`src/rtl/axi2ahb_cmd_queue.sv`:
```
// AXI AW/AR round-robin front end feeding a command FIFO for an AHB master.
// Each accepted burst is legality-checked and queued with per-cause error flags.
module axi2ahb_cmd_queue #(
    parameter int AXI_ID_WIDTH   = 4,
    parameter int AXI_ADDR_WIDTH = 32,
    parameter int AXI_DATA_WIDTH = 32,
    parameter int CMD_DEPTH      = 4
) (
    input  logic                      ACLK,
    input  logic                      ARESET,
    input  logic [AXI_ID_WIDTH-1:0]   AWID,
    input  logic [AXI_ADDR_WIDTH-1:0] AWADDR,
    input  logic [7:0]                AWLEN,
    input  logic [2:0]                AWSIZE,
    input  logic [1:0]                AWBURST,
    input  logic                      AWVALID,
    output logic                      AWREADY,
    input  logic [AXI_ID_WIDTH-1:0]   ARID,
    input  logic [AXI_ADDR_WIDTH-1:0] ARADDR,
    input  logic [7:0]                ARLEN,
    input  logic [2:0]                ARSIZE,
    input  logic [1:0]                ARBURST,
    input  logic                      ARVALID,
    output logic                      ARREADY,
    output logic [AXI_ID_WIDTH-1:0]   cmd_id_o,
    output logic                      cmd_write_o,
    output logic [AXI_ADDR_WIDTH-1:0] cmd_addr_o,
    output logic [7:0]                cmd_len_o,
    output logic [2:0]                cmd_size_o,
    output logic [1:0]                cmd_burst_o,
    output logic [3:0]                cmd_err_o,
    output logic                      cmd_valid_o,
    input  logic                      cmd_ready_i,
    output logic [$clog2(CMD_DEPTH):0] cmd_count_o
);

    localparam int PW        = $clog2(CMD_DEPTH);
    localparam int CW        = PW + 1;
    localparam int BUS_BYTES = AXI_DATA_WIDTH / 8;

    localparam logic [1:0] BURST_INCR = 2'b01;
    localparam logic [1:0] BURST_WRAP = 2'b10;
    localparam logic [1:0] BURST_RSVD = 2'b11;

    typedef struct packed {
        logic [AXI_ID_WIDTH-1:0]   id;
        logic                      write;
        logic [AXI_ADDR_WIDTH-1:0] addr;
        logic [7:0]                len;
        logic [2:0]                size;
        logic [1:0]                burst;
        logic [3:0]                err;
    } cmd_t;

    cmd_t            mem_q [CMD_DEPTH];
    logic [PW-1:0]   wr_ptr_q, rd_ptr_q;
    logic [CW-1:0]   count_q, count_d;
    logic            last_wr_q;

    logic            full, grant_wr, grant_rd, push, pop;
    cmd_t            new_cmd, head;

    // Arbitration and ready gating
    assign full     = (count_q == CW'(CMD_DEPTH));
    assign grant_wr = AWVALID & ~(ARVALID & last_wr_q);
    assign grant_rd = ARVALID & ~grant_wr;
    assign AWREADY  = grant_wr & ~full & ~ARESET;
    assign ARREADY  = grant_rd & ~full & ~ARESET;
    assign push     = AWREADY | ARREADY;
    assign pop      = cmd_valid_o & cmd_ready_i;

    logic [7:0]  beat_bytes;
    logic [6:0]  align_mask;
    logic [13:0] beats14, bytes14, end14;
    logic        len_ok, misalign;

    // Legality check on the granted channel's fields
    always_comb begin
        new_cmd       = '0;
        new_cmd.id    = grant_wr ? AWID    : ARID;
        new_cmd.write = grant_wr;
        new_cmd.addr  = grant_wr ? AWADDR  : ARADDR;
        new_cmd.len   = grant_wr ? AWLEN   : ARLEN;
        new_cmd.size  = grant_wr ? AWSIZE  : ARSIZE;
        new_cmd.burst = grant_wr ? AWBURST : ARBURST;

        beat_bytes = 8'd1 << new_cmd.size;
        align_mask = 7'(beat_bytes - 8'd1);
        misalign   = |(new_cmd.addr[6:0] & align_mask);
        len_ok     = (new_cmd.len == 8'd1) || (new_cmd.len == 8'd3) ||
                     (new_cmd.len == 8'd7) || (new_cmd.len == 8'd15);
        beats14    = 14'(new_cmd.len) + 14'd1;
        bytes14    = beats14 << new_cmd.size;
        end14      = {2'b00, new_cmd.addr[11:0]} + bytes14;

        new_cmd.err[0] = {24'd0, beat_bytes} > 32'(BUS_BYTES);
        new_cmd.err[1] = (new_cmd.burst == BURST_RSVD);
        new_cmd.err[2] = (new_cmd.burst == BURST_WRAP) && (!len_ok || misalign);
        new_cmd.err[3] = (new_cmd.burst == BURST_INCR) && (end14 > 14'd4096);
    end

    always_comb begin
        count_d = count_q;
        case ({push, pop})
            2'b10:   count_d = count_q + CW'(1);
            2'b01:   count_d = count_q - CW'(1);
            default: count_d = count_q;
        endcase
    end

    always_ff @(posedge ACLK) begin
        if (ARESET) begin
            wr_ptr_q  <= '0;
            rd_ptr_q  <= '0;
            count_q   <= '0;
            last_wr_q <= 1'b0;
        end else begin
            count_q <= count_d;
            if (push) begin
                wr_ptr_q  <= wr_ptr_q + PW'(1);
                last_wr_q <= grant_wr;
            end
            if (pop)
                rd_ptr_q <= rd_ptr_q + PW'(1);
        end
    end

    // Payload storage needs no reset: the head is masked while empty
    always_ff @(posedge ACLK) begin
        if (push && !ARESET)
            mem_q[wr_ptr_q] <= new_cmd;
    end

    assign cmd_valid_o = (count_q != '0);
    assign cmd_count_o = count_q;
    assign head        = cmd_valid_o ? mem_q[rd_ptr_q] : '0;
    assign cmd_id_o    = head.id;
    assign cmd_write_o = head.write;
    assign cmd_addr_o  = head.addr;
    assign cmd_len_o   = head.len;
    assign cmd_size_o  = head.size;
    assign cmd_burst_o = head.burst;
    assign cmd_err_o   = head.err;

endmodule

```
`config.mk`:
```
export PLATFORM = sky130hd
export DESIGN_NAME = axi2ahb_cmd_queue
export DESIGN_NICKNAME = d
export VERILOG_FILES = /design/src/rtl/axi2ahb_cmd_queue.sv
export SDC_FILE = /design/constraint.sdc
export NUM_CORES = 1
export LEC_CHECK = 0
export ABC_AREA = 1
export ABC_CLOCK_PERIOD_IN_PS = 6100
export CORE_MARGIN = 5
export CORE_UTILIZATION = 45
export DETAILED_ROUTE_END_ITERATION = 10
export PLACE_DENSITY = 0.65
export SLEW_MARGIN = 30
export SYNTH_ARGS = -nofsm -noshare
export SYNTH_HDL_FRONTEND = slang
export SYNTH_SLANG_ARGS = --single-unit
```
`constraint.sdc`:
```
create_clock -name ACLK -period 6.1 [get_ports ACLK]
set_input_delay 1.22 -clock ACLK [delete_from_list [all_inputs] [get_ports ACLK]]
set_output_delay 1.22 -clock ACLK [all_outputs]
set_load 0.03 [all_outputs]
```
Yosys cells after proc, flatten, opt, wreduce, memory -nomap -nowiden

Memories as Yosys holds them, arrays and structs flattened. A register that Yosys moved wholly into a read port is not among the register bits.
Index checks and enable logic that the tools add are counted.

Muxes and demuxes: 11
Reduce and logical (&&, ||, !) cells: 12
Add/sub/neg operators: 7
Bitwise operators: 14
Shifts and indexed selects: 2
Equal/unequal tests: 10
Order comparisons: 2

Operators by type and width:

| operator                                                         | number |
|---|---|
| two-way mux 54 bit                                               | 1 |
| two-way mux 32 bit                                               | 1 |
| adder 12 x 14 -> 14 bit                                          | 1 |
| greater-than comparator 14 x 13 -> 1 bit (second input constant) | 1 |
| left shift 9 x 3 -> 14 bit                                       | 1 |
| adder 8 x 1 -> 9 bit (second input constant)                     | 1 |
| AND 1 bit                                                        | 8 |
| equality test 8 x 1 -> 1 bit (second input constant)             | 1 |
| equality test 8 x 2 -> 1 bit (second input constant)             | 1 |
| equality test 8 x 3 -> 1 bit (second input constant)             | 1 |
| equality test 8 x 4 -> 1 bit (second input constant)             | 1 |
| greater-than comparator 8 x 3 -> 1 bit (second input constant)   | 1 |
| two-way mux 8 bit                                                | 1 |
| left shift 1 x 3 -> 8 bit (first input constant)                 | 1 |
| AND 7 bit                                                        | 1 |
| OR reduction 7 bit                                               | 1 |
| subtractor 7 x 1 -> 7 bit (second input constant)                | 1 |
| equality test 2 bit (second input constant)                      | 3 |
| two-way mux 2 bit                                                | 3 |
| one-hot mux 3 bit (2 select lines)                               | 1 |
| adder 2 x 1 -> 2 bit (second input constant)                     | 2 |
| equality test 2 x 1 -> 1 bit (second input constant)             | 2 |
| logical OR 1 bit                                                 | 4 |
| two-way mux 4 bit                                                | 1 |
| 11 further kinds                                                 | 18 |

Register bits after elaboration: 8
RAM bits: 216
Output and inout bits: 60
Memories kept: 1

Memories:

| name  | depth | width | rd ports | clocked after Yosys merged registers in | wr ports | RTL line | source |
|---|---|---|---|---|---|---|---|
| mem_q | 4     | 54    | 1        | 1                                       | 1        | 55       | `cmd_t mem_q [CMD_DEPTH];` |

Logic depth before layout (Yosys ltp)

Depth after elaboration: 11
Depth in mapped cells: 30
Gate-level depth less buffers: 29

Worst setup path before layout

Ideal clock, no wire load.

Path type: input to register
Start point: input port ARVALID
End point: memory mem_q[0][0] (netlist name) (enable)
Arrival time: 4.703 ns
Library setup time: 0.466 ns
Slack: 0.931 ns
Stages on the path: 7
Cell sequence: nand2_2 > nand2_4 > buf_4 > buf_2 > nor2_1 > nor2_2 > nor2_1

Elaborated cells on any way between the ends: 13
Those cells by class: mux: 2; bitwise: 10; reduce/logical: 1

RTL lines:

| what                                    | RTL line | source |
|---|---|---|
| from (decl)                             | 23       | `input logic ARVALID,` |
| AND 1 bit                               | 65       | `assign grant_wr = AWVALID & ~(ARVALID & last_wr_q);` |
| NOT 1 bit                               | 65       |  |
| AND 1 bit                               | 65       |  |
| AND 1 bit (2 in a row)                  | 67       | `assign AWREADY = grant_wr & ~full & ~ARESET;` |
| net AWREADY                             | 17       | `output logic AWREADY,` |
| OR 1 bit                                | 69       | `assign push = AWREADY \| ARREADY;` |
| logical AND 1 bit                       | 130      | `if (push && !ARESET)` |
| two-way mux 1 bit                       | 130      |  |
| two-way mux 1 bit (not written as such) | 131      | `mem_q[wr_ptr_q] <= new_cmd;` |
| to (decl)                               | 55       |  |

The timed path passes the listed nets, and every way through them passes these cells.

==> impl_results.md <==
* I/O pins at 163
* Placement Setup Slack at 0.642 ns
* Die Area at 0.0275 mm²
* CTS sink cnt at 226
* Die W at 166 µm
* Pwr per Cell Area at 407 mW/mm²
* Outcome: complete, no violations
* Initial antenna violation count at 0
* # nets final at 1391
* Slew @ Worst Pin at 0.958 ns
* Final instance area at 0.0137 mm²
* Setup TNS at 0 ns
* Cell taking the most area after synthesis: edfxtp_1
* Post-DR vias/cell at 5.11
* Complex-gate fraction of the synthesized area at 0.105
* CP top delay family: simple AND/OR/NAND/NOR gates
* Drt first pass iters at 5
* Crit-path max FO at 26
* Crit-path most repeated cell: nand2_1
* Placed inst area at 0.0129 mm²
* Fmax at 201 MHz
* Cell Area, Synth at 0.0109 mm²
* Critical path class: in -> reg
* Worst-path clk slew at 0.06 ns
* Synth unique cells at 43
* Multi-input gate area at 0.00380 mm²
* Wire per inst at 16.7 µm
* # Max-Cap Violations at 0
* Post_cts resized at 0
* Final count of hold timing violations at 0
* CP peak stage delay at 0.65 ns
* CP required at 6.34 ns
* CTS H-tree lvls at 1
* Vias after detailed routing at 8214
* Pins Over Slew Limit at 0
* LEAKAGE at 0.00514 µW
* Final RePlAce weighted congestion at 0.918
* Die H at 166 µm
* Synth warnings at 0
* HP Class: reg -> reg
* Critical Path Sink Type: flop
* Reg area at 0.00669 mm²
* Area Growth Syn to Fin at 25.2%
* CTS Buffer Depth at 3
* Register bit total from synthesis at 226
* Peak VDD IR at 0.251 mV
* CTS tree: done
* Area fraction of the dominant cell type after synthesis at 0.594
* Mapped Nets at 1242
* Slowest CP cell: clkdlybuf4s50_1
* Main combinational cell family by area after synthesis: simple AND/OR/NAND/NOR gates
* I/O Buffers at 162
* Hpwl dp at 17300 µm
* RSZ-0062 raised after global routing: no
* Vias in the first global route at 8004
* Mux share of post-synthesis cell area at 0.00459
* Initial core utilization at 0.453
* First-pass GRT wire length at 42800 µm
* Synth area leaders: edfxtp_1, nor2_1, nand2_1, o21ai_0, a21oi_1
* Setup WS post-layout at 1.12 ns
* Final Hold Slack at 0.520 ns
* Wirelength, routed at 26800 µm
* Post-Synth XOR/XNOR Area at 0.00562
* Worst Path Buf+Inv at 5
* DR iter-0 viols at 660
* Root Buffer: clkbuf_16
* Worst-Skew Late Latency at 0.52 ns
* Remaining DRCs at 0
* Syn Inst Count at 1117
* Post-CTS Hold Buffers at 0
* Core Box Area at 0.0241 mm²
* Crit path launch type: input port
* Final Skew at 0.0224 ns
* Ant. Diodes at 0
* Congestion Overflow GR at 0
* Final setup fails at 0
* Layout cell share with drive strength beyond 1 at 0.0826
* CP Data Arrival Time at 5.22 ns
* Crit path time final at 4.98 ns
* GRT Overall Usage at 0.189
* Final Cycle Share at 0.816
* Syn_area_per_cell at 9.77 µm²
* Setup repair bufs after CTS at 0
* Simple-gate share of the synthesized area at 0.204
* Largest net degree at the start of global routing at 109
* Antenna violation net count after detailed routing at 0
* Fillers at 2148
* Relative slew margins at 0.360
* Post-synthesis adder-cell area fraction at 0.0266
* Seq/Total Area, Yosys at 0.613
* Num rows at 57
* Total CTS buffers at 24
==> routing by layer <==
| layer | share of wire | routed length (µm) | GRT usage |
|---|---|---|---|
| met1 | 0.45 | 12100 | 0.256 |
| met2 | 0.47 | 12600 | 0.320 |
| met3 | 0.058 | 1560 | 0.0305 |
| met4 | 0.020 | 531 | 0.0481 |
| met5 | 0 | 0 | 0 |
==> final timing paths <==
kind                                        startpoint                     end  slack (ns)  depth (start not counted)
worst min register to register  last_wr_q$_SDFFE_PP0N_  last_wr_q$_SDFFE_PP0N_        0.52                          2
worst min-delay path            last_wr_q$_SDFFE_PP0N_  last_wr_q$_SDFFE_PP0N_        0.52                          2
worst max-delay path                           AWVALID   mem_q[1][3]$_DFFE_PP_        1.12                         26
worst max register to register  last_wr_q$_SDFFE_PP0N_   mem_q[1][3]$_DFFE_PP_        2.03                         26
==> metrics by stage <==
step / total power (µW) / cells / util
final: 5550 / 1608 / 0.567
after global routing: 5840 / 1608 / 0.567
after CTS: 5600 / 1607 / 0.566
after detailed placement: 4190 / 1563 / 0.533
after global placement: 4170 / 1563 / 0.533
after floorplan: 3290 / 1117 / -
==> sequential cells by signal, summed over array words and instances, names as in the netlist, named ones only <==
name         count
mem_q          216
rd_ptr_q         2
last_wr_q        1
cmd_count_o      3
wr_ptr_q         2
==> cells in the final DEF, fill, tap and decap left out, drive strengths merged, types with 12 or more instances in the layout <==
cell type / n
buf: 19
inv: 52
nor2: 254
clkinv: 12
nand2: 210
ha: 20
nand3: 43
o21ai: 132
edfxtp: 216
clkdlybuf4s50: 162
a21oi: 71
clkbuf: 28
==> cell families after synthesis <==
| group | Yosys count |
|---|---|
| adders and majority gates | 22 |
| DFF | 226 |
| xor gates and xnor gates | 7 |
| and+or+nand+nor | 527 |
| AOI/OAI and AO/OA | 219 |
| muxes | 5 |
| buffers and inverters | 111 |
==> synth_stat cells (all sizes together) <==
master  number
a211oi       2
a21o         1
a21oi       71
a31oi        4
buf         20
clkbuf      38
clkinv       1
dfxtp       10
edfxtp     216
fa           2
ha          20
inv         52
mux2i        5
nand2      210
nand3       43
nand3b       3
nand4        6
nor2       254
nor3         4
nor3b        3
o211ai       3
o21a         1
o21ai      132
o21bai       2
o22ai        3
or2          4
xnor2        2
xor2         5
==> layout make-up <==
class,count,area share
inverter,53,0.0146
tap,324,0.0297
clock inverter,16,0.00998
clock buffer,28,0.0466
sequential,226,0.490
timing repair buffer,181,0.131
multi-input combinational,780,0.278
==> tightest hold or removal path: stages, from the launching register on <==
cell and delay, ns:
dfxtp_1 0.34, a21oi_1 0.07, nor2_1 0.07
==> power breakdown <==
group	total [µW]	switching, µW	internal, µW
Combinational	2260	1480	778
Clock	1410	579	832
Sequential	1880	36.7	1850
Total	5550	2100	3460
Note: power is estimated with default switching activity, not from simulation.
